`src/rtl/shift_frame_sequencer.sv`:
```
// shift_frame_sequencer
// Buffers {dir, byte} entries in a small FIFO and serializes each byte, one bit
// per clock, into a downstream 8-bit bidirectional shift register so that the
// register holds the byte after its 8th capturing edge. frame_done pulses in
// that cycle. Back-to-back frames run with no gap cycles.
module shift_frame_sequencer #(
    parameter int   FIFO_DEPTH = 4,
    parameter logic IDLE_BIT   = 1'b0
) (
    input  logic                          clk,
    input  logic                          reset,
    input  logic                          in_valid,
    output logic                          in_ready,
    input  logic [7:0]                    in_data,
    input  logic                          in_dir,
    output logic                          sr_shift_dir,
    output logic [7:0]                    sr_data,
    output logic                          frame_done,
    output logic                          busy,
    output logic [$clog2(FIFO_DEPTH):0]   fifo_count
);

    localparam int PW = $clog2(FIFO_DEPTH);
    localparam int CW = PW + 1;
    localparam logic [CW-1:0] CNT_ZERO = CW'(0);
    localparam logic [CW-1:0] CNT_ONE  = CW'(1);
    localparam logic [CW-1:0] CNT_FULL = CW'(FIFO_DEPTH);
    localparam logic [PW-1:0] PTR_ONE  = PW'(1);

    typedef enum logic {
        ST_IDLE  = 1'b0,
        ST_SHIFT = 1'b1
    } state_t;

    // Select the serial bit for position k: MSB first for left shifts,
    // LSB first for right shifts.
    function automatic logic pick_bit(input logic [7:0] b, input logic dir, input logic [2:0] k);
        logic bit_v;
        if (dir) begin
            bit_v = b[3'd7 - k];
        end else begin
            bit_v = b[k];
        end
        return bit_v;
    endfunction

    // FIFO storage and pointers
    logic [8:0]    mem_q [FIFO_DEPTH];
    logic [PW-1:0] wr_ptr_q;
    logic [PW-1:0] rd_ptr_q;
    logic [CW-1:0] count_q;
    logic [CW-1:0] count_d;

    // Sequencer state
    state_t        state_q;
    logic [2:0]    k_q;
    logic [7:0]    byte_q;
    logic          dir_q;
    logic [7:0]    sr_data_q;
    logic          sr_shift_dir_q;
    logic          frame_done_q;
    logic          busy_q;

    logic          push_s;
    logic          pop_s;
    logic          shift_next_s;
    logic [7:0]    head_data_s;
    logic          head_dir_s;

    // Backpressure follows the registered occupancy only, so a pop while full
    // does not reopen the input in the same cycle.
    assign in_ready    = (count_q < CNT_FULL);
    assign push_s      = in_valid && in_ready;
    assign head_data_s = mem_q[rd_ptr_q][7:0];
    assign head_dir_s  = mem_q[rd_ptr_q][8];

    // Pop when idle with data waiting, or at the last bit of a frame so the
    // next frame starts without a gap.
    always_comb begin
        pop_s = 1'b0;
        if (count_q != CNT_ZERO) begin
            if (state_q == ST_IDLE) begin
                pop_s = 1'b1;
            end else if (k_q == 3'd7) begin
                pop_s = 1'b1;
            end else begin
                pop_s = 1'b0;
            end
        end else begin
            pop_s = 1'b0;
        end
    end

    // Whether the sequencer will be in SHIFT after the coming edge.
    always_comb begin
        shift_next_s = pop_s;
        if ((state_q == ST_SHIFT) && (k_q != 3'd7)) begin
            shift_next_s = 1'b1;
        end else begin
            shift_next_s = pop_s;
        end
    end

    // Next FIFO occupancy from simultaneous push/pop.
    always_comb begin
        count_d = count_q;
        case ({push_s, pop_s})
            2'b10:   count_d = count_q + CNT_ONE;
            2'b01:   count_d = count_q - CNT_ONE;
            default: count_d = count_q;
        endcase
    end

    // FIFO storage, pointers and occupancy; reset drops all contents.
    always_ff @(posedge clk or negedge reset) begin
        if (!reset) begin
            for (int i = 0; i < FIFO_DEPTH; i++) begin
                mem_q[i] <= 9'h000;
            end
            wr_ptr_q <= '0;
            rd_ptr_q <= '0;
            count_q  <= CNT_ZERO;
        end else begin
            if (push_s) begin
                mem_q[wr_ptr_q] <= {in_dir, in_data};
                wr_ptr_q        <= wr_ptr_q + PTR_ONE;
            end
            if (pop_s) begin
                rd_ptr_q <= rd_ptr_q + PTR_ONE;
            end
            count_q <= count_d;
        end
    end

    // Frame sequencer FSM with registered serial outputs.
    always_ff @(posedge clk or negedge reset) begin
        if (!reset) begin
            state_q        <= ST_IDLE;
            k_q            <= 3'd0;
            byte_q         <= 8'h00;
            dir_q          <= 1'b0;
            sr_data_q      <= {8{IDLE_BIT}};
            sr_shift_dir_q <= 1'b0;
            frame_done_q   <= 1'b0;
            busy_q         <= 1'b0;
        end else begin
            frame_done_q <= (state_q == ST_SHIFT) && (k_q == 3'd7);
            busy_q       <= shift_next_s || (count_d != CNT_ZERO);
            case (state_q)
                ST_IDLE: begin
                    if (pop_s) begin
                        state_q        <= ST_SHIFT;
                        k_q            <= 3'd0;
                        byte_q         <= head_data_s;
                        dir_q          <= head_dir_s;
                        sr_data_q      <= {8{pick_bit(head_data_s, head_dir_s, 3'd0)}};
                        sr_shift_dir_q <= head_dir_s;
                    end else begin
                        sr_data_q <= {8{IDLE_BIT}};
                    end
                end
                ST_SHIFT: begin
                    if (k_q != 3'd7) begin
                        k_q       <= k_q + 3'd1;
                        sr_data_q <= {8{pick_bit(byte_q, dir_q, k_q + 3'd1)}};
                    end else if (pop_s) begin
                        k_q            <= 3'd0;
                        byte_q         <= head_data_s;
                        dir_q          <= head_dir_s;
                        sr_data_q      <= {8{pick_bit(head_data_s, head_dir_s, 3'd0)}};
                        sr_shift_dir_q <= head_dir_s;
                    end else begin
                        state_q   <= ST_IDLE;
                        k_q       <= 3'd0;
                        sr_data_q <= {8{IDLE_BIT}};
                    end
                end
                default: begin
                    state_q   <= ST_IDLE;
                    k_q       <= 3'd0;
                    sr_data_q <= {8{IDLE_BIT}};
                end
            endcase
        end
    end

    assign sr_data      = sr_data_q;
    assign sr_shift_dir = sr_shift_dir_q;
    assign frame_done   = frame_done_q;
    assign busy         = busy_q;
    assign fifo_count   = count_q;

endmodule
```
`config.mk`:
```
export PLATFORM = sky130hd
export DESIGN_NAME = shift_frame_sequencer
export DESIGN_NICKNAME = d
export VERILOG_FILES = /design/src/rtl/shift_frame_sequencer.sv
export SDC_FILE = /design/constraint.sdc
export NUM_CORES = 1
export LEC_CHECK = 0
export BUFFER_PORTS_ARGS = -buffer_cell sky130_fd_sc_hd__buf_2
export CORE_MARGIN = 1.5
export CORE_UTILIZATION = 40
export DETAILED_ROUTE_END_ITERATION = 12
export HOLD_SLACK_MARGIN = 0.02
export PLACE_DENSITY = 0.63
export SETUP_SLACK_MARGIN = 0.15
export SYNTH_ARGS = -nofsm -noshare
export SYNTH_HDL_FRONTEND = slang
export SYNTH_SLANG_ARGS = --single-unit
```
`constraint.sdc`:
```
create_clock -name clk -period 3.1 [get_ports clk]
set_input_delay 0.93 -clock clk [delete_from_list [all_inputs] [get_ports clk]]
set_output_delay 0.93 -clock clk [all_outputs]
set_load 0.005 [all_outputs]
```
After elaboration in Yosys (flattened, before gate mapping):

Index checks and enable logic that the tools add are counted.

* add/subtract/negate cells: 6
* $lt $le $gt $ge: 6
* reductions and logical operators: 7
* muxes and demuxes: 35
* equal/unequal tests: 6
* bitwise logic cells: 3

Operator list (number)
* bitwise mux 36 bit: 1
* 2-to-1 mux 8 bit: 4
* case mux 8 bit (2 select lines): 2
* 2-to-1 mux 9 bit: 3
* binary-select mux 9 bit (select 2 bit): 1
* demux 9 bit (select 2 bit): 1
* 2-to-1 mux 1 bit: 14
* case mux 3 bit (2 select lines): 2
* < comparator 3 x 4 -> 1 bit (second input constant): 2
* adder 3 x 1 -> 3 bit (second input constant): 2
* binary-select mux 1 bit (select 3 bit): 2
* >= comparator 3 bit (second input constant): 2
* 2-to-1 mux 3 bit: 2
* inverter 2 -> 3 bit: 2
* case mux 1 bit (2 select lines): 3
* nonzero test 3 bit: 2
* adder 2 x 1 -> 2 bit (second input constant): 2
* logical AND 1 bit: 4
* inequality test 2 bit (second input constant): 2
* == test 3 bit (second input constant): 1
* < comparator 3 x 1 -> 1 bit (second input constant): 1
* < comparator 3 bit (second input constant): 1
* inequality test 3 bit (second input constant): 1
* subtractor 3 x 1 -> 3 bit (second input constant): 1
* 5 further kinds: 5

* bits of input ports: 12
* flip-flop bits (word level): 67
* logic and storage cells: 78

Depth between registers and ports, before layout:

Gate-level depths: netlist of run 1.

* depth in word-level cells: 8
* gate-level depth with buffers: 11
* gate-level depth less buffers: 10

Worst setup path after synthesis of run 1:

Ideal clock, no wire load.

* kind: input to register
* from: input in_valid
* to: register busy_q (netlist: busy)
* data required time: 2969 ps
* data arrival time: 2337 ps
* setup slack: 632 ps
* path buffers: 1
* library setup time: 131 ps
* stages on the path: 8
* path through: nor2b_1 buf_2 inv_1 ha_1 inv_1 fa_1 mux2i_1 or3_1

* word-level cells in the longest chain between the ends: 5
* elaborated cells between the ends (all ways): 6
* those cells by class: eq/ne: 2; mux: 1; reduce/logical: 3

Ends and longest elaborated chain
* from (decl): line 12 `input logic in_valid,`
* logical AND 1 bit (*): line 73 `assign push_s = in_valid && in_ready;`
* == test 2 x 1 -> 1 bit or == test 2 bit (tied branches): line 107 `case ({push_s, pop_s})`
* case mux 3 bit (2 select lines) (*): line 107
* via count_d[1]: line 52 `logic [CW-1:0] count_d;`
* nonzero test 3 bit (*): line 148 `busy_q <= shift_next_s || (count_d != CNT_ZERO);`
* logical OR 1 bit (*): line 148
* to (signal assigned): line 148
* to (decl): line 62 `logic busy_q;`

Mark *: on every way through the listed nets, which the timed path passes. The rest lies on a longest branch.
A chain may end at the register's enable or synchronous reset.

Final worst setup path of run 1:

* from: register k_q[0]
* to: register busy_q (netlist: busy)

* word-level cells in the longest chain between the ends: 8
* elaborated cells between the ends (all ways): 12
* those cells by class: eq/ne: 4; mux: 5; reduce/logical: 3

Ends and longest elaborated chain
* from (decl): line 56 `logic [2:0] k_q;`
* from (signal assigned): line 164 `k_q <= k_q + 3'd1;`
* == test 3 bit (*): line 84 `end else if (k_q == 3'd7) begin`
* 2-to-1 mux 1 bit (*): line 84
* 2-to-1 mux 1 bit (*): line 82 `if (state_q == ST_IDLE) begin`
* 2-to-1 mux 1 bit (*): line 81 `if (count_q != CNT_ZERO) begin`
* == test 2 x 1 -> 1 bit or == test 2 bit (tied branches): line 107
* case mux 3 bit (2 select lines) (*): line 107
* via count_d[1]: line 52
* nonzero test 3 bit (*): line 148
* logical OR 1 bit (*): line 148

Marked as above.

==> results of run 1 <==
[cell families after synthesis]
logic type / after synthesis / share of synthesized area [%]
AO/OA/AOI/OAI: 6 / 1.32
adder cells (fa/ha/maj): 8 / 3.91
XOR/XNOR: 6 / 1.91
multiplexers: 61 / 30.9
flip-flops: 59 / 53.6
buffers and inverters: 19 / 4.09
AND/OR/NAND/NOR: 24 / 4.27
[synthesized netlist by cell type]
library cell,number
sky130_fd_sc_hd__buf_2,3
sky130_fd_sc_hd__fa_1,1
sky130_fd_sc_hd__xnor2_1,4
sky130_fd_sc_hd__nand2b_1,1
sky130_fd_sc_hd__ha_1,7
sky130_fd_sc_hd__mux2_2,46
sky130_fd_sc_hd__o2111ai_1,1
sky130_fd_sc_hd__buf_4,8
sky130_fd_sc_hd__dfrtp_1,59
sky130_fd_sc_hd__nand4_1,1
sky130_fd_sc_hd__inv_1,7
sky130_fd_sc_hd__or3_1,2
sky130_fd_sc_hd__nor2b_1,2
sky130_fd_sc_hd__mux4_1,5
sky130_fd_sc_hd__nor2_1,3
sky130_fd_sc_hd__nor3_2,1
sky130_fd_sc_hd__buf_6,1
sky130_fd_sc_hd__o211ai_1,1
sky130_fd_sc_hd__and2_1,1
sky130_fd_sc_hd__nand2_1,12
sky130_fd_sc_hd__mux4_2,8
sky130_fd_sc_hd__xor2_1,2
sky130_fd_sc_hd__o21ai_0,4
sky130_fd_sc_hd__mux2i_1,2
sky130_fd_sc_hd__nand3b_1,1
[layout by cell type (no fill, tap or decap)]
| cell | netlist | routed |
|---|---|---|
| sky130_fd_sc_hd__dfrtp_1 | 59 | 59 |
| sky130_fd_sc_hd__mux2_2 | 46 | 46 |
| sky130_fd_sc_hd__nand3b_1 | 1 | 1 |
| sky130_fd_sc_hd__o2111ai_1 | 1 | 1 |
| sky130_fd_sc_hd__buf_2 | 3 | 26 |
| sky130_fd_sc_hd__nand2_1 | 12 | 12 |
| sky130_fd_sc_hd__xnor2_1 | 4 | 4 |
| sky130_fd_sc_hd__nor2_1 | 3 | 3 |
| sky130_fd_sc_hd__xor2_1 | 2 | 2 |
| sky130_fd_sc_hd__and2_1 | 1 | 1 |
| sky130_fd_sc_hd__mux4_1 | 5 | 5 |
| sky130_fd_sc_hd__o21ai_0 | 4 | 4 |
| sky130_fd_sc_hd__clkbuf_8 | 0 | 10 |
| sky130_fd_sc_hd__buf_4 | 8 | 2 |
| sky130_fd_sc_hd__inv_1 | 7 | 7 |
| sky130_fd_sc_hd__o211ai_1 | 1 | 1 |
| sky130_fd_sc_hd__ha_1 | 7 | 7 |
| sky130_fd_sc_hd__nor2b_1 | 2 | 2 |
| sky130_fd_sc_hd__clkinvlp_4 | 0 | 1 |
| sky130_fd_sc_hd__mux2i_1 | 2 | 2 |
| sky130_fd_sc_hd__clkinv_4 | 0 | 2 |
| sky130_fd_sc_hd__nor3_2 | 1 | 1 |
| sky130_fd_sc_hd__or3_1 | 2 | 2 |
| sky130_fd_sc_hd__fa_1 | 1 | 1 |
| sky130_fd_sc_hd__nand4_1 | 1 | 1 |
| sky130_fd_sc_hd__bufinv_16 | 0 | 1 |
| sky130_fd_sc_hd__mux4_2 | 8 | 8 |
| sky130_fd_sc_hd__clkinv_2 | 0 | 2 |
| sky130_fd_sc_hd__nand2b_1 | 1 | 1 |
[flip-flops by register name (all words and copies together) (netlist names)]
signal / count
dir_q: 1
byte_q: 8
wr_ptr_q: 2
frame_done: 1
sr_data: 1
busy: 1
k_q: 3
mem_q: 36
fifo_count: 3
rd_ptr_q: 2
state_q: 1
[per-layer routing]
layer  track usage [%]  part of all wire [%]
met1              18.9                    46
met2              21.8                    48
met3              7.03                   4.7
met4              4.40                   1.1
met5                 0                     0
[report_power, final]
group	internal [mW]	switching (mW)
combinational	0.772	0.464
sequential	1.15	0.284
clock	0.392	0.307
total	2.32	1.05
[through the flow]
step	hold WS [ns]	setup WS (ns)	instance area, µm²	std cells
finish	0.501	0.693	3110	295
global route	0.515	0.533	3110	295
CTS	0.505	0.680	3110	295
detailed placement	0.489	0.522	2910	279
global placement	0.479	0.542	2910	279
floorplan	0.470	0.632	2750	183
[cell type report]
cell class | count | area (µm²)
clock buffer | 10 | 138
clock inverter | 6 | 65.1
fill | 605 | 3600
inverter | 7 | 26.3
multi-input combinational | 105 | 1160
sequential | 59 | 1480
tap | 80 | 100
timing repair buffer | 28 | 145
[worst max-delay path by stage]
stage	cells after the start	slack, ns	end	start
finish	9	0.69	busy$_DFF_PN0_	k_q[0]$_DFFE_PN0P_
global route	9	0.53	busy$_DFF_PN0_	k_q[0]$_DFFE_PN0P_
CTS	9	0.68	busy$_DFF_PN0_	k_q[0]$_DFFE_PN0P_
detailed placement	8	0.52	busy$_DFF_PN0_	in_valid
global placement	8	0.54	busy$_DFF_PN0_	in_valid
floorplan	8	0.63	busy$_DFF_PN0_	in_valid
[worst max-delay path, stage by stage, from the launching register on]
cell and delay, ns:
sky130_fd_sc_hd__dfrtp_1 0.53, sky130_fd_sc_hd__ha_1 0.21, sky130_fd_sc_hd__ha_1 0.17, sky130_fd_sc_hd__nor2b_1 0.08, sky130_fd_sc_hd__nor2_1 0.15, sky130_fd_sc_hd__ha_1 0.20
sky130_fd_sc_hd__inv_1 0.06, sky130_fd_sc_hd__fa_1 0.47, sky130_fd_sc_hd__mux2i_1 0.07, sky130_fd_sc_hd__or3_1 0.36
==> impl_results.rst, run 1 <==
.. list-table::
   :header-rows: 1

   * - Metric
     - Value
   * - Worst setup path class
     - register to register
   * - Count of endpoints failing hold in the final timing report
     - 0
   * - Number of nets produced by synthesis
     - about 200
   * - Mapped Area
     - approximately 2800 µm²
   * - Data arrival time of the worst path
     - 2.62 ns
   * - Largest net degree at the start of global routing
     - 60
   * - Number of antenna violations at the first check in global routing
     - 0
   * - Worst rel slew slack
     - between 50% and 60%
   * - Lkg Pwr
     - 1.40 nW
   * - Reg-to-reg slack, setup
     - 0.69 ns
   * - Endpoint of the worst hold-timing path
     - mem_q[29]$_DFFE_PN0P_
   * - Reported max-cap violation count
     - 0
   * - Count of final max-slew check failures
     - 0
   * - Count of distinct cell types in the synthesized netlist
     - 25
   * - Cells on worst reg2reg path
     - 9
   * - Starting DRC count in detailed routing
     - 69
   * - Post-DR vias/cell
     - just over 5
   * - Endpoint type of the worst setup path
     - register
   * - Warning count from the yosys run
     - 0
   * - First drt pass iteration count
     - 4
   * - Hold Path Cell Cnt
     - 1
   * - Insertion delay of the later-clocked pin in the worst-skew pair
     - 0.34 ns
   * - Unrepaired setup endpoints after global routing
     - no
   * - Data required, critical path
     - 3.32 ns
   * - R2r endpoint
     - busy$_DFF_PN0_
   * - Average size of a mapped cell
     - 15.0 µm²
   * - Worst setup SP type
     - register
   * - Cts bufs inserted
     - 9
   * - Minimum clock period after layout
     - 2.41 ns
   * - Gr usage total
     - 14.6%
   * - Worst min-delay path class
     - register to register
   * - Layout cells sized above 1
     - 46.0%
   * - Via count of the routed design
     - 1518
   * - # clock sinks
     - 59
   * - Post-CTS setup buffers
     - 0
   * - R2R Path Start
     - k_q[0]$_DFFE_PN0P_
   * - Total grt overflow
     - 0
   * - Hold buffer count at CTS
     - 0
   * - Die width
     - 86.0 µm
   * - Y dimension of the die
     - 86.0 µm
   * - Finish-stage setup viols
     - 0
   * - RePlAce Congestion
     - 0.703
   * - Fraction of post-synthesis cell area in the top cell type by area
     - about 54%
   * - Sequential area share after synthesis
     - 53.6%
   * - Clock input transition at the sequential cells of the worst setup and hold paths
     - 0.07 ns
   * - H-tree Lvls
     - 3
   * - Transition time at the pin with the least slew margin
     - 0.741 ns
   * - Pwr Density
     - 1080 nW/µm²
   * - Utilization of the core after routing
     - ~46%
   * - Post-Synthesis Cells
     - between 150 and 200
   * - Fin nets
     - 230
   * - Total core area
     - 6720 µm²
   * - Cell row count
     - 30
   * - Worst hold start
     - mem_q[29]$_DFFE_PN0P_
   * - Die Area
     - 7390 µm²
   * - Maximum vdd drop
     - 0.000426 V
   * - Buffer cell driving the clock tree root
     - sky130_fd_sc_hd__clkbuf_8
   * - Top fanout value on the critical path
     - 7
   * - Run status
     - finished clean
   * - Total I/O pin count
     - 27
   * - Leading post-synthesis cells by cell area
     - sky130_fd_sc_hd__dfrtp_1 (54%), sky130_fd_sc_hd__mux2_2 (19%), sky130_fd_sc_hd__mux4_2 (6.5%), sky130_fd_sc_hd__mux4_1 (4.8%), sky130_fd_sc_hd__ha_1 (3.2%)
   * - DP HPWL
     - 3.07 mm
   * - Layout overhead on the synthesized area
     - 13.1%
   * - Max Freq
     - a little over 0.4 GHz
   * - Yosys top cell by area
     - sky130_fd_sc_hd__dfrtp_1
   * - Final-layout setup total negative slack
     - 0 ns
   * - Number of buffers on the longest clock path
     - 2
   * - Routed Wire Length
     - 4.60 mm
   * - Count of antenna diodes in the layout
     - 0
   * - Post-route DRC
     - 0
   * - Period utilization
     - about 78%
   * - Final setup skew
     - 0.00699 ns
   * - Resized Gates After CTS
     - 0
   * - I/O Buffers
     - 26
   * - Via count of the first global-routing pass
     - 1544
   * - Wire length of the first global-routing pass
     - 7.88 mm
   * - Final routed wire length divided by cell count
     - 15.6 µm
   * - TritonCTS clock tree
     - built
   * - #FFs+latches synth
     - 59
   * - Initial cell density of the core
     - 41.0%
   * - Post-layout power
     - 3.37 mW
   * - Antenna Nets Post-Route
     - 0
No activity file was read; power rests on OpenSTA's default activity.
==> run 2: changes to the inputs <==
- PLACE_DENSITY: 0.63 -> 0.65
- clock period: 3.1 -> 2.04 ns (I/O delays scaled with it)
==> run 2 against run 1 <==
Wire length increased by 0.52%. Power increased by 62%. Cell area increased by 5.7%. Clock-buffer cell count increased by 1. Hold slack got worse by 0.22 ns. Die area unchanged. Sequential share of layout area decreased by 2.5 points. Clock power increased by 69%.
==> impl_results.rst, run 2 (synthesis gave the netlist of run 1 again) <==
.. list-table::
   :header-rows: 1

   * - Metric
     - Value
   * - Run status
     - finished clean
   * - TritonCTS clock tree
     - built
   * - Gr usage total
     - 15.1% (+0.48 points)
   * - Number of cells in the design after placement
     - 290 (+3.9%)
   * - Max Freq
     - 0.507 GHz (+22%)
   * - Post-route cell area
     - 3290 µm² (+5.7%)
   * - Total area of multi-input combinational cells
     - 1210 µm² (+3.7%)
   * - Via count of the routed design
     - 1568 (+3.3%)
   * - Total core area
     - 6720 µm² (unchanged)
   * - Worst setup path class
     - register to register
   * - Insertion delay of the later-clocked pin in the worst-skew pair
     - 0.33 ns (about the same)
   * - Total I/O pin count
     - 27 (unchanged)
   * - Worst setup SP type
     - register
   * - Cells on worst reg2reg path
     - 9 (unchanged)
   * - Number of flip-flops under the largest register name
     - 36 (unchanged)
   * - Combined flip-flop and latch cell area
     - 1480 µm² (about the same)
   * - Final setup skew
     - 0.00741 ns (+0.000419 ns)
   * - RePlAce Congestion
     - 0.740 (+5.2%)
   * - Data required, critical path
     - 2.25 ns (-1.07 ns)
   * - Total grt overflow
     - 0 (unchanged)
   * - Highest-count cells in the layout ignoring fill and taps
     - sky130_fd_sc_hd__dfrtp_1 (58), sky130_fd_sc_hd__mux2_2 (46), sky130_fd_sc_hd__buf_2 (26), sky130_fd_sc_hd__buf_4 (14), sky130_fd_sc_hd__nand2_1 (12)
   * - Worst rel slew slack
     - 71.5% (+21 points)
   * - Y dimension of the die
     - 86.0 µm (unchanged)
   * - Most flop-heavy register
     - mem_q
   * - Routed Wire Length
     - 4.62 mm (+0.52%)
   * - Antenna Nets Post-Route
     - 0 (unchanged)
   * - Post-layout worst setup margin
     - 0.0668 ns (-0.626 ns)
   * - Pwr Density
     - 1660 nW/µm² (+53%)
   * - Clock input transition at the sequential cells of the worst setup and hold paths
     - 0.06 ns (about the same)
   * - Finish-stage setup viols
     - 0 (unchanged)
   * - I/O Buffers
     - 26 (unchanged)
   * - Buffer cell driving the clock tree root
     - sky130_fd_sc_hd__clkbuf_8
   * - Initial cell density of the core
     - 41.0% (unchanged)
   * - Cells along the critical path
     - ha_2 -> ha_4 -> nor2b_4 -> nor2_4 -> ha_4 -> inv_2 -> fa_1 -> mux2i_1 -> or3_1
   * - Data arrival time of the worst path
     - 2.18 ns (-0.44 ns)
   * - Reported max-cap violation count
     - 0 (unchanged)
   * - Final-layout setup total negative slack
     - 0 ns (unchanged)
   * - Post-placement worst setup slack
     - -0.0384 ns (-0.560 ns)
   * - Largest net degree at the start of global routing
     - 60 (unchanged)
   * - Post-DR vias/cell
     - 5.11 (-0.74%)
   * - Non-Filler Instances
     - 307 (+4.1%)
   * - Final routed wire length divided by cell count
     - 15.0 µm (-3.4%)
   * - Biggest cell delay along the critical path
     - 0.47 ns (-0.06 ns)
   * - Registers with the most flip-flops
     - mem_q: 36 flops, byte_q: 8 flops
   * - Fill cells
     - 578 (-4.5%)
   * - H-tree Lvls
     - 3 (unchanged)
   * - Post-route DRC
     - 0 (unchanged)
   * - Endpoint type of the worst setup path
     - register
   * - Fin nets
     - 243 (+5.7%)
   * - # clock sinks
     - 59 (unchanged)
   * - DP HPWL
     - 3.21 mm (+4.5%)
   * - Lkg Pwr
     - 1.49 nW (+6.2%)
   * - Die width
     - 86.0 µm (unchanged)
   * - Count of endpoints failing hold in the final timing report
     - 0 (unchanged)
   * - Cell row count
     - 30 (unchanged)
   * - Cell mode on critical path
     - sky130_fd_sc_hd__ha_4
   * - Minimum clock period after layout
     - 1.97 ns (-0.434 ns)
   * - Unrepaired setup endpoints after global routing
     - yes
   * - Count of antenna diodes in the layout
     - 0 (unchanged)
   * - Layout cells sized above 1
     - 52.0% (+5.9 points)
   * - Starting DRC count in detailed routing
     - 46 (-33%)
   * - Post-layout power
     - 5.46 mW (+62%)
   * - Worst-path cell with the longest stage delay
     - sky130_fd_sc_hd__fa_1
   * - Number of antenna violations at the first check in global routing
     - 0 (unchanged)
   * - Worst min-delay path class
     - input port to asynchronous set/reset pin
   * - Period utilization
     - 96.7% (+19 points)
   * - Post-place instance area
     - 3050 µm² (+4.7%)
   * - Top fanout value on the critical path
     - 3 (-4)
   * - Cts bufs inserted
     - 9 (unchanged)
   * - First drt pass iteration count
     - 4 (unchanged)
   * - Largest delay share family, worst path
     - adder cells
   * - Count of buffering cells on the critical path with inverters included
     - 1 (unchanged)
   * - Utilization of the core after routing
     - 49.0% (+2.6 points)
   * - Wire length of the first global-routing pass
     - 8.22 mm (+4.3%)
   * - Via count of the first global-routing pass
     - 1661 (+7.6%)
   * - Cell count along the critical path
     - 9 (unchanged)
   * - Layout overhead on the synthesized area
     - 19.5%
   * - Worst hold slack across all endpoints
     - 0.278 ns (-0.223 ns)
   * - Transition time at the pin with the least slew margin
     - 0.427 ns (-0.314 ns)
   * - Number of buffers on the longest clock path
     - 2 (unchanged)
   * - Most frequent standard cell in the layout excluding fill and tap cells
     - sky130_fd_sc_hd__dfrtp_1
   * - Maximum vdd drop
     - 0.000729 V (+71%)
   * - Die Area
     - 7390 µm² (unchanged)
   * - Count of final max-slew check failures
     - 0 (unchanged)
## run 2: cell types whose count changed in the layout (fill, tap and decap cells not counted), sizes merged
cell,previous run,this run
clkbuf,10,11
clkinv,4,2
clkinvlp,1,0
bufinv,1,2
buf,28,41
## run 2: area by class of cell
type | instances | share of cell area (%)
clock buffers | 11 | 4.60
flip-flops and latches | 59 | 44.9
inverters | 7 | 0.798
multi-input cells | 105 | 36.7
clock inverters | 4 | 2.24
repair buffers | 41 | 7.76
well taps | 80 | 3.04
## run 2: what timing repair did
item | in CTS | in global routing
hold buffers | 0 | 0
hold endpoints to repair | 0 | 0
resized for setup | 0 | 1
endpoints found under the setup margin | 2 | 3
pin swaps | 4 | 2
cloned | 0 | 0
buffers inserted | 1 | 1
## run 2: worst register-to-register path: stages (launching register included)
cell	delay, ns
sky130_fd_sc_hd__dfrtp_1	0.35
sky130_fd_sc_hd__ha_2	0.19
sky130_fd_sc_hd__ha_4	0.14
sky130_fd_sc_hd__nor2b_4	0.05
sky130_fd_sc_hd__nor2_4	0.11
sky130_fd_sc_hd__ha_4	0.14
sky130_fd_sc_hd__inv_2	0.03
sky130_fd_sc_hd__fa_1	0.47
sky130_fd_sc_hd__mux2i_1	0.07
sky130_fd_sc_hd__or3_1	0.30
## run 2: final timing paths
path                                  startpoint               endpoint  slack [ns]
setup / recovery              k_q[1]$_DFFE_PN0P_         busy$_DFF_PN0_        0.07
hold / removal                             reset     k_q[2]$_DFFE_PN0P_        0.28
setup reg to reg              k_q[1]$_DFFE_PN0P_         busy$_DFF_PN0_        0.07
hold reg to reg            mem_q[22]$_DFFE_PN0P_  mem_q[22]$_DFFE_PN0P_        0.50
max in group asynchronous                  reset  byte_q[4]$_DFFE_PN0P_        1.49
min in group clk           mem_q[22]$_DFFE_PN0P_  mem_q[22]$_DFFE_PN0P_        0.50
## run 2: metal layers
layer	GRT usage, %	share of wire (%)	up-vias
met3	6.64	4.2	8
met4	4.40	1.3	0
met2	24.3	50	31
met1	18.4	45	795
met5	0	0	-
li1	-	-	734
## run 2: power by group
group	internal [mW]	switching, mW
Combinational	1.33	0.802
Sequential	1.75	0.384
Clock	0.747	0.436
==> run 3: changes to the inputs <==
- RECOVER_POWER: unset -> 100
==> run 3 against run 2 <==
Combinational power fell by 3%. Core utilization fell by 0.73 points. Non-clock buffer count did not move. Sequential power barely moved. Register-to-register slack barely moved. Power fell by 1.1%. Largest power group unchanged.
==> impl_results.rst, run 3 (synthesis gave the netlist of run 1 again) <==
.. list-table::
   :header-rows: 1

   * - Metric
     - Value
   * - Count of endpoints failing hold in the final timing report
     - 0 (unchanged)
   * - Max Freq
     - 0.507 GHz (about the same)
   * - Lkg Pwr
     - 1.45 nW (-2.6%)
   * - DP HPWL
     - 3.21 mm (unchanged)
   * - RePlAce Congestion
     - 0.740 (unchanged)
   * - Most frequent standard cell in the layout excluding fill and tap cells
     - sky130_fd_sc_hd__dfrtp_1
   * - Clock input transition at the sequential cells of the worst setup and hold paths
     - 0.07 ns (about the same)
   * - Fin nets
     - 243 (unchanged)
   * - Die width
     - 86.0 µm (unchanged)
   * - Total grt overflow
     - 0 (unchanged)
   * - Number of flip-flops under the largest register name
     - 36 (unchanged)
   * - Layout cells sized above 1
     - 47.1% (-4.8 points)
   * - # clock sinks
     - 59 (unchanged)
   * - Worst min-delay path class
     - register to register
   * - Reg-to-reg slack, setup
     - 0.07 ns (about the same)
   * - Transition time at the pin with the least slew margin
     - 1.42 ns (+0.991 ns)
   * - Hold buffer count at CTS
     - 0 (unchanged)
   * - Post-layout worst setup margin
     - 0.0681 ns (+0.00126 ns)
   * - Finish-stage setup viols
     - 0 (unchanged)
   * - Number of antenna violations at the first check in global routing
     - 0 (unchanged)
   * - Data required, critical path
     - 2.25 ns (about the same)
   * - Initial cell density of the core
     - 41.0% (unchanged)
   * - H-tree Lvls
     - 3 (unchanged)
   * - Pwr Density
     - 1670 nW/µm² (+0.40%)
   * - Endpoint type of the worst setup path
     - register
   * - Worst setup SP type
     - register
   * - Number of cells in the design after placement
     - 290 (unchanged)
   * - Cell mode on critical path
     - sky130_fd_sc_hd__ha_4
   * - Largest net degree at the start of global routing
     - 60 (unchanged)
   * - First drt pass iteration count
     - 5 (+1)
   * - Maximum vdd drop
     - 0.000728 V (-0.15%)
   * - Count of antenna diodes in the layout
     - 0 (unchanged)
   * - Post-DR vias/cell
     - 5.12 (+0.26%)
   * - Cell count along the critical path
     - 9 (unchanged)
   * - Starting DRC count in detailed routing
     - 54 (+17%)
   * - Worst rel slew slack
     - 5.44% (-66 points)
   * - Routed Wire Length
     - 4.61 mm (-0.11%)
   * - I/O Buffers
     - 26 (unchanged)
   * - Period utilization
     - 96.7% (about the same)
   * - Highest-count cells in the layout ignoring fill and taps
     - sky130_fd_sc_hd__dfrtp_1 (59), sky130_fd_sc_hd__mux2_2 (46), sky130_fd_sc_hd__buf_2 (20), sky130_fd_sc_hd__nand2_1 (12), sky130_fd_sc_hd__clkbuf_8 (11)
   * - Total I/O pin count
     - 27 (unchanged)
   * - Run status
     - finished clean
   * - Data arrival time of the worst path
     - 2.18 ns (about the same)
   * - TritonCTS clock tree
     - built
   * - Cells on worst reg2reg path
     - 9 (unchanged)
   * - Fill cells
     - 591 (+2.2%)
   * - Worst setup path class
     - register to register
   * - R2r endpoint
     - busy$_DFF_PN0_
   * - Buffer cell driving the clock tree root
     - sky130_fd_sc_hd__clkbuf_8
   * - Final setup skew
     - 0.00785 ns (+0.000433 ns)
   * - Via count of the routed design
     - 1572 (+0.26%)
   * - Count of final max-slew check failures
     - 0 (unchanged)
   * - Worst-path cell with the longest stage delay
     - sky130_fd_sc_hd__fa_1
   * - Registers with the most flip-flops
     - mem_q: 36 flops, byte_q: 8 flops
   * - Wire length of the first global-routing pass
     - 8.22 mm (unchanged)
   * - Post-placement worst setup slack
     - -0.0384 ns (unchanged)
   * - Unrepaired setup endpoints after global routing
     - yes
   * - Non-Filler Instances
     - 307 (unchanged)
   * - Cts bufs inserted
     - 9 (unchanged)
   * - Final routed wire length divided by cell count
     - 15.0 µm (-0.11%)
   * - Insertion delay of the later-clocked pin in the worst-skew pair
     - 0.33 ns (about the same)
   * - Top fanout value on the critical path
     - 3 (unchanged)
   * - Number of buffers on the longest clock path
     - 2 (unchanged)
   * - Antenna Nets Post-Route
     - 0 (unchanged)
   * - Largest delay share family, worst path
     - adder cells
   * - Die Area
     - 7390 µm² (unchanged)
   * - Post-route DRC
     - 0 (unchanged)
   * - Start point of the critical path
     - k_q[1]$_DFFE_PN0P_
   * - Layout overhead on the synthesized area
     - 17.8%
   * - Minimum clock period after layout
     - 1.97 ns (-0.00126 ns)
   * - Biggest cell delay along the critical path
     - 0.47 ns (about the same)
   * - Worst setup path endpoint
     - busy$_DFF_PN0_
   * - Count of buffering cells on the critical path with inverters included
     - 1 (unchanged)
   * - Total core area
     - 6720 µm² (unchanged)
   * - Worst hold start
     - mem_q[22]$_DFFE_PN0P_
   * - Cell row count
     - 30 (unchanged)
   * - R2R Path Start
     - k_q[1]$_DFFE_PN0P_
   * - Most flop-heavy register
     - mem_q
   * - Cells along the critical path
     - ha_2 -> ha_4 -> nor2b_4 -> nor2_4 -> ha_4 -> inv_2 -> fa_1 -> mux2i_1 -> or3_1
   * - Via count of the first global-routing pass
     - 1661 (unchanged)
   * - Y dimension of the die
     - 86.0 µm (unchanged)
   * - Reported max-cap violation count
     - 0 (unchanged)
   * - Gr usage total
     - 15.1% (unchanged)
## run 3: worst min-delay path by stage
stage / end / cells past startpoint / slack (ns)
final: mem_q[22]$_DFFE_PN0P_ / 1 / 0.50
after global routing: mem_q[12]$_DFFE_PN0P_ / 1 / 0.52
after global placement: mem_q[26]$_DFFE_PN0P_ / 1 / 0.48
after floorplan: busy$_DFF_PN0_ / 0 / 0.32
after detailed placement: mem_q[23]$_DFFE_PN0P_ / 1 / 0.49
after CTS: mem_q[2]$_DFFE_PN0P_ / 2 / 0.29
## run 3: per-stage QoR
step | total power, mW | area (µm²) | TNS (ns) | util (%) | hold WS, ns
after global placement | 4.25 | 3050 | -0.00161 | 45.4 | 0.479
after detailed placement | 4.31 | 3050 | -0.0384 | 45.4 | 0.487
after floorplan | 3.78 | 2800 | -0.0736 | - | 0.316
after CTS | 5.53 | 3280 | 0 | 48.8 | 0.288
final | 5.40 | 3240 | 0 | 48.2 | 0.499
after global routing | 5.85 | 3240 | -0.0220 | 48.2 | 0.520
## run 3: metal layers
layer	GRT usage [%]	wire length, µm	vias up
met5	0	0	-
met4	4.40	61	0
met3	6.64	202	7
met2	24.3	2280	30
met1	18.4	2070	800
li1	-	-	735
## run 3: timing repair
item / 4_1_cts / 5_1_grt
gates cloned: 0 / 0
resized for setup: 0 / 1
setup endpoints to repair: 2 / 3
setup buffers: 1 / 1
pin swaps: 4 / 2
## run 3: layout make-up
| cell class | instances | area (µm²) | area share, % |
|---|---|---|---|
| Sequential cell | 59 | 1480 | 45.5 |
| Clock inverter | 4 | 73.8 | 2.28 |
| Tap cell | 80 | 100 | 3.09 |
| Multi-Input combinational cell | 105 | 1210 | 37.2 |
| Inverter | 7 | 26.3 | 0.810 |
| Timing Repair Buffer | 41 | 208 | 6.41 |
| Clock buffer | 11 | 151 | 4.67 |
## run 3: power breakdown
part | leakage (nW) | switching (mW) | internal (mW)
logic | 0.631 | 0.801 | 1.28
clock network | 0.115 | 0.435 | 0.747
registers | 0.706 | 0.383 | 1.75
